$ cat src/rtl/tdc_pkg.sv
// tdc_pkg: shared types and constants for the TDC framing core
package tdc_pkg;
  typedef enum logic [1:0] {IDLE, COUNT, LOAD, SEND} state_t;
  localparam logic [7:0] HEADER_DEFAULT = 8'hAF;
  localparam logic [2:0] ST_RSVD = 3'b000;
  localparam int ST_SEQ_W = 4;
  function automatic int nbytes(input int w);
    return (w + 7) / 8;
  endfunction
endpackage

$ cat src/rtl/tdc_edge_sync.sv
// tdc_edge_sync: multi-flop synchroniser with single-cycle rising-edge pulse
module tdc_edge_sync #(
  parameter int SYNC_N = 2
) (
  input  logic clk,
  input  logic rst,
  input  logic d,
  output logic rise
);
  logic [SYNC_N-1:0] s;
  logic h;
  always_ff @(posedge clk)
    if (!rst) begin
      s <= '0;
      h <= 1'b0;
    end else begin
      s <= {s[SYNC_N-2:0], d};
      h <= s[SYNC_N-1];
    end
  assign rise = s[SYNC_N-1] & ~h;
endmodule

$ cat src/rtl/tdc_frame_tx.sv
// tdc_frame_tx: start/stop interval counter streaming framed results as bytes
module tdc_frame_tx
  import tdc_pkg::*;
#(
  parameter int          CNT_W  = 16,
  parameter logic [7:0]  HEADER = HEADER_DEFAULT,
  parameter int          SYNC_N = 2
) (
  input  logic       clk,
  input  logic       rst,
  input  logic       start,
  input  logic       stop,
  output logic [7:0] axi_data,
  output logic       axi_valid,
  input  logic       axi_ready,
  output logic       busy,
  output logic       overflow,
  output logic       missed
);
  localparam int NB = nbytes(CNT_W);
  localparam int FW = (NB + 2) * 8;
  localparam int IW = $clog2(NB + 2);
  localparam logic [IW-1:0] LAST = IW'(NB + 1);
  logic start_rise, stop_rise;
  state_t state;
  logic [CNT_W-1:0] cnt;
  logic [NB*8-1:0] cz;
  logic ovf;
  logic [ST_SEQ_W-1:0] seq;
  logic [IW-1:0] idx;
  logic [FW-1:0] sr;
  tdc_edge_sync #(.SYNC_N(SYNC_N)) u_start (.clk(clk), .rst(rst), .d(start), .rise(start_rise));
  tdc_edge_sync #(.SYNC_N(SYNC_N)) u_stop  (.clk(clk), .rst(rst), .d(stop),  .rise(stop_rise));
  always_comb begin
    cz = '0;
    cz[CNT_W-1:0] = cnt;
  end
  assign busy = state != IDLE;
  always_ff @(posedge clk)
    if (!rst) begin
      state     <= IDLE;
      cnt       <= '0;
      ovf       <= 1'b0;
      seq       <= '0;
      idx       <= '0;
      sr        <= '0;
      axi_data  <= '0;
      axi_valid <= 1'b0;
      overflow  <= 1'b0;
      missed    <= 1'b0;
    end else begin
      if (start_rise && state != IDLE) missed <= 1'b1;
      case (state)
        IDLE:
          if (start_rise) begin
            cnt      <= CNT_W'(1);
            overflow <= 1'b0;
            state    <= COUNT;
          end
        COUNT:
          if (stop_rise) begin
            ovf   <= 1'b0;
            state <= LOAD;
          end else if (&cnt) begin
            ovf   <= 1'b1;
            state <= LOAD;
          end else cnt <= cnt + 1'b1;
        LOAD: begin
          sr        <= {HEADER, cz, ovf, ST_RSVD, seq};
          overflow  <= ovf;
          idx       <= '0;
          axi_data  <= HEADER;
          axi_valid <= 1'b1;
          state     <= SEND;
        end
        SEND:
          if (axi_ready) begin
            if (idx == LAST) begin
              axi_valid <= 1'b0;
              axi_data  <= '0;
              seq       <= seq + 1'b1;
              state     <= IDLE;
            end else begin
              idx      <= idx + 1'b1;
              sr       <= sr << 8;
              axi_data <= sr[FW-9 -: 8];
            end
          end
        default: state <= IDLE;
      endcase
    end
endmodule

$ cat config.mk
export PLATFORM = sky130hd
export DESIGN_NAME = tdc_frame_tx
export DESIGN_NICKNAME = d
export VERILOG_FILES = /design/src/rtl/tdc_pkg.sv /design/src/rtl/tdc_edge_sync.sv /design/src/rtl/tdc_frame_tx.sv
export SDC_FILE = /design/constraint.sdc
export NUM_CORES = 1
export LEC_CHECK = 0
export ABC_CLOCK_PERIOD_IN_PS = 3800
export CORE_MARGIN = 5
export CORE_UTILIZATION = 43
export CTS_CLUSTER_DIAMETER = 80
export DETAILED_ROUTE_END_ITERATION = 8
export GPL_TIMING_DRIVEN = 0
export PLACE_DENSITY = 0.63
export SYNTH_ARGS = -nofsm -noshare
export SYNTH_HDL_FRONTEND = slang
export SYNTH_HIERARCHICAL = 1
export SYNTH_SLANG_ARGS = --single-unit
$ cat constraint.sdc
create_clock -name clk -period 3.8 [get_ports clk]
set_input_delay 0.76 -clock clk [delete_from_list [all_inputs] [get_ports clk]]
set_output_delay 0.76 -clock clk [all_outputs]
set_load 0.1 [all_outputs]
; Yosys cells after proc, flatten, opt, wreduce, memory -nomap -nowiden
; Index checks and enable logic that the tools add are counted.
[op_classes]
muxes = 26
bitwise = 4
eq_ne = 11
reduce_logical = 16
add_sub_neg = 3
[ops]
columns = cell, n
row1 = $mux W16, 3
row2 = $mux W24, 2
row3 = $pmux W24 S2, 1
row4 = $pmux W16 S2, 1
row5 = $add A16 B1 Y16 const B, 1
row6 = $mux W8, 2
row7 = $pmux W8 S2, 1
row8 = $reduce_and A16 Y1, 1
row9 = $mux W2, 7
row10 = $ne A2 B2 Y1 const B, 6
row11 = $reduce_bool A2 Y1, 5
row12 = $reduce_and A3 Y1, 3
row13 = $pmux W2 S4, 1
row14 = $reduce_and A4 Y1, 2
row15 = $eq A2 B2 Y1 const B, 3
row16 = $reduce_and A2 Y1, 3
row17 = $mux W1, 5
row18 = $add A4 B1 Y4 const B, 1
row19 = $pmux W1 S2, 2
row20 = $pmux W2 S2, 1
row21 = $ne A3 B3 Y1 const B, 1
row22 = $add A2 B1 Y2 const B, 1
row23 = $and A1 B1 Y1, 2
row24 = $eq A2 B1 Y1 const B, 1
row25 = 3 further kinds, 4
[word_totals]
inputBits = 5
word_cells = 74
register_bits = 66

; Logic depth before layout (Yosys ltp)
[logic_depth]
ltp_word = 4
mapped_depth = 8

; Hierarchy
; Netlist, hierarchy kept.
[modules_own_cells]
columns = mod, cells_per_inst, instances, area_each_um2
row1 = tdc_frame_tx, 315, 1, 2869.0
row2 = tdc_edge_sync, 7, 2, 92.6

; Worst setup path after synthesis
; Ideal clock, no wire load.
[synth_path]
path_kind = reg2out
start = reg state[0]
end = out busy
slack_ns = 1.775
t_arrival_ns = 1.265
path_stages_with_launch = 4
n_path_buf = 0
cell_sequence = dfxtp_1 -> inv_1 -> ha_1 -> inv_1
[synth_between]
elab_chain_cells = 1
[synth_rtl]
columns = element, line_no
row1 = "start, declared", tdc_frame_tx.sv:25  ; state_t state;
row2 = "start signal, assigned", tdc_frame_tx.sv:41  ; state <= IDLE;
row3 = "start signal, assigned", tdc_frame_tx.sv:58  ; state <= COUNT;
row4 = "start signal, assigned", tdc_frame_tx.sv:63  ; state <= LOAD;
row5 = $reduce_bool A2 Y1, tdc_frame_tx.sv:38  ; assign busy = state != IDLE;
row6 = "end, declared", tdc_frame_tx.sv:16  ; output logic busy,
; No other way between the ends.

; Worst setup path in the final report
; Ends and elaborated chain as after synthesis.

==> metrics.csv <==
metric,value,unit
via_count,2560,
antenna_found_initial,0,
n_antenna_cell,0,
min_from,u_stop/s[0]$_SDFF_PN0_,
grt_max_degree,12,
drive_above_1_share,10.86,%
fin_nets,368,
postPlaceCellArea,3324,sq um
yosysUniqueCellTypes,52,
required,3.04,ns
avgSynthCellArea,9.283,sq um
p_leak,1.344,nW
dp_hpwl,5254,microns
grt_use_total,18.98,%
period_share,79.98,%
slew_headroom,34.97,%
coreArea,6869,sq um
fp.dieArea,8888,sq um
finalMaxSlewViolations,0,
max_clock_freq,0.3290,GHz
cts_htree_levels,3,
path_clk_slew,0.07,ns
worstReg2RegStart,state[1]$_SDFFE_PN0P_,
crit_path_end_kind,output port,
cp_slowest_cell,clkdlybuf4s50_1,
place_congestion,0.8453,
critPathMostFrequentCell,inv_1,
arrival,2.28,ns
setup_viol,0,
synth_top_area_share,41.29,%
netlist_area,3054,sq um
fp.dieH,94.28,microns
powerDensity,551.5,nW/um^2
period_needed,3.039,ns
min_path_type,register to register,
layoutNonFillerInstCount,455,
yosysWarnings,6,
die_x,94.28,microns
preCtsSetupSlack,0.8078,ns
dr.pass1.iters,4,
initial_core_util,44.46,%
async_flop_share,0,%
critical_path_buf_inv_count,3,
crit_path_cell_trace,inv_1 -> ha_1 -> inv_1 -> clkdlybuf4s50_1,
rsz0062_at_grt,no,
grt_pass1_wl,12920,microns
rows,30,
route.detailed.drc,0,
status,"finished, final reports clean",
clkSinkCount,63,
fin_area,3512,sq um
io_buffers,15,
grt_pass1_vias,2621,
cp-start-kind,register,
synthFlopType,dfxtp_1,
wl,7582,microns
final.setup.worst_slack,0.7608,ns
crit_type,register to output port,
avgRoutedWirePerCell,16.66,microns
synth_edf_count,0,
power,1.937,mW
slowest_delay,1.13,ns
critical-path-top-delay-family,buffers and inverters,
pin_count,17,
drv_cap,0,
synthesis.nets,342,
tightest_slew,0.9724,ns
ys_ff_latch,63,
yosysTopAreaCell,dfxtp_1,
clockBufferDepth,2,
drtAntennaViolNets,0,
hold_buffers,0,
place_inst,440,
ys_seq_area_share,41.29,%
skew,0.007394,ns
crit_start,state[0]$_SDFFE_PN0P_,
final_hold_viol_count,0,
finalSetupTns,0,ns
drtIter0Drc,257,
ctsResizeCount,0,
clockRootBuffer,clkbuf_8,
cts_tree,yes,
crit_path_max_fanout,4,
grt_overflow,0,
fill_cells,661,
syn_inst,329,
areaGrowthSynthToFinish,14.99,%
clkLatencyLatePin,0.35,ns
vdd_drop_max,0.0003192,V
cts_buffers,9,
synth.area.top_cells,"dfxtp_1 (41%), nand2_1 (6.1%), mux2i_1 (4.9%), o211a_1 (4.9%), o221a_2 (4.1%)",
viasPerCell,5.626,
postCtsSetupRepairBufs,0,
==> kinds of logic after synthesis <==
logic type / after synthesis / synth area share, %
simple gates: 139 / 26.55
compound gates: 72 / 19.50
mux: 15 / 4.916
fa+ha+maj: 8 / 3.277
xor+xnor: 2 / 0.5736
flops: 63 / 41.29
buf+inv: 30 / 3.891
==> through the flow <==
stage / hold WS, ns / util, %
after floorplan: 0.4057 / -
after global placement: 0.4099 / 48.40
after detailed placement: 0.4175 / 48.40
after CTS: 0.4346 / 51.13
after global routing: 0.4801 / 51.13
final: 0.4291 / 51.13
==> where the power goes <==
part	total (mW)	internal (mW)	leakage, nW	switching, mW
registers	0.764	0.723	0.510	0.0412
logic	0.603	0.182	0.742	0.421
clock network	0.570	0.300	0.0923	0.269
total	1.94	1.20	1.34	0.732
==> worst paths after layout <==
check / endpoint / slack [ns] / depth (start not counted)
worst min-delay path: u_stop/s[1]$_SDFF_PN0_ / 0.43 / 1
worst max-delay path: busy / 0.76 / 4
worst max register to register: cnt[3]$_SDFFE_PN0P_ / 1.36 / 7
worst min register to register: u_stop/s[1]$_SDFF_PN0_ / 0.43 / 1
==> synthesized netlist by cell type (4+ instances only) <==
cell type and instances:
a211oi_1 4, a21boi_0 12, a21oi_1 4, and2_1 8
buf_2 5, clkbuf_1 18, dfxtp_1 63, ha_1 8
inv_1 6, mux2i_1 15, nand2_1 50, nand3_1 6
nand3b_1 10, nand4_1 8, nor2_1 4, nor2b_1 12
nor3_1 5, nor4_1 4, o211a_1 15, o21ai_0 9
o221a_2 11
==> sequential cells by signal, summed over array words and instances (netlist names) <==
signal     cells
u_stop/s       2
u_start/s      2
idx            2
seq            4
sr            21
overflow       1
state          2
cnt           16
missed         1
axi_valid      1
ovf            1
u_start/h      1
axi_data       8
u_stop/h       1
==> routing by layer <==
metal  wire length, microns  global-route usage [%]
met5                      0                       0
met4                    188                   10.11
met3                    434                   3.045
met2                   3386                   28.37
met1                   3573                   26.02
==> placed cells by master, fill, tap and decap left out, drive strengths merged, types with 3 or more instances in the layout <==
cell type       n
dfxtp          63
nand2          50
clkbuf         28
mux2i          15
o211a          15
clkdlybuf4s50  15
nor2b          14
a21boi         12
o221a          11
nand3b         10
nand4          10
o21ai           9
and2            8
ha              8
nand3           7
inv             6
buf             6
nor3            5
nor4            5
nor2            4
a21oi           4
a211oi          4
nand2b          3
or4             3
or2             3
o22ai           3
o21a            3
or3             3
clkinv          3
==> area by class of cell <==
| class | count | area, sq um | area share (%) |
|---|---|---|---|
| Multi-Input combinational cell | 236 | 1674 | 47.67 |
| Sequential cell | 63 | 1261 | 35.91 |
| Tap cell | 96 | 120.1 | 3.420 |
| Clock inverter | 5 | 60.06 | 1.710 |
| Timing Repair Buffer | 15 | 150.1 | 4.275 |
| Clock buffer | 10 | 127.6 | 3.634 |
| Buffer | 24 | 96.34 | 2.743 |
| Inverter | 6 | 22.52 | 0.6413 |
==> worst reg2reg max path: cells and delay by family, from the launching register on <==
family / cells / cell delay (ns)
fa+ha+maj: 1 / 0.18
buf+inv: 3 / 0.60
flops: 1 / 0.37
simple gates: 1 / 0.23
compound gates: 2 / 1.00
No activity file was read; power rests on OpenSTA's default activity.
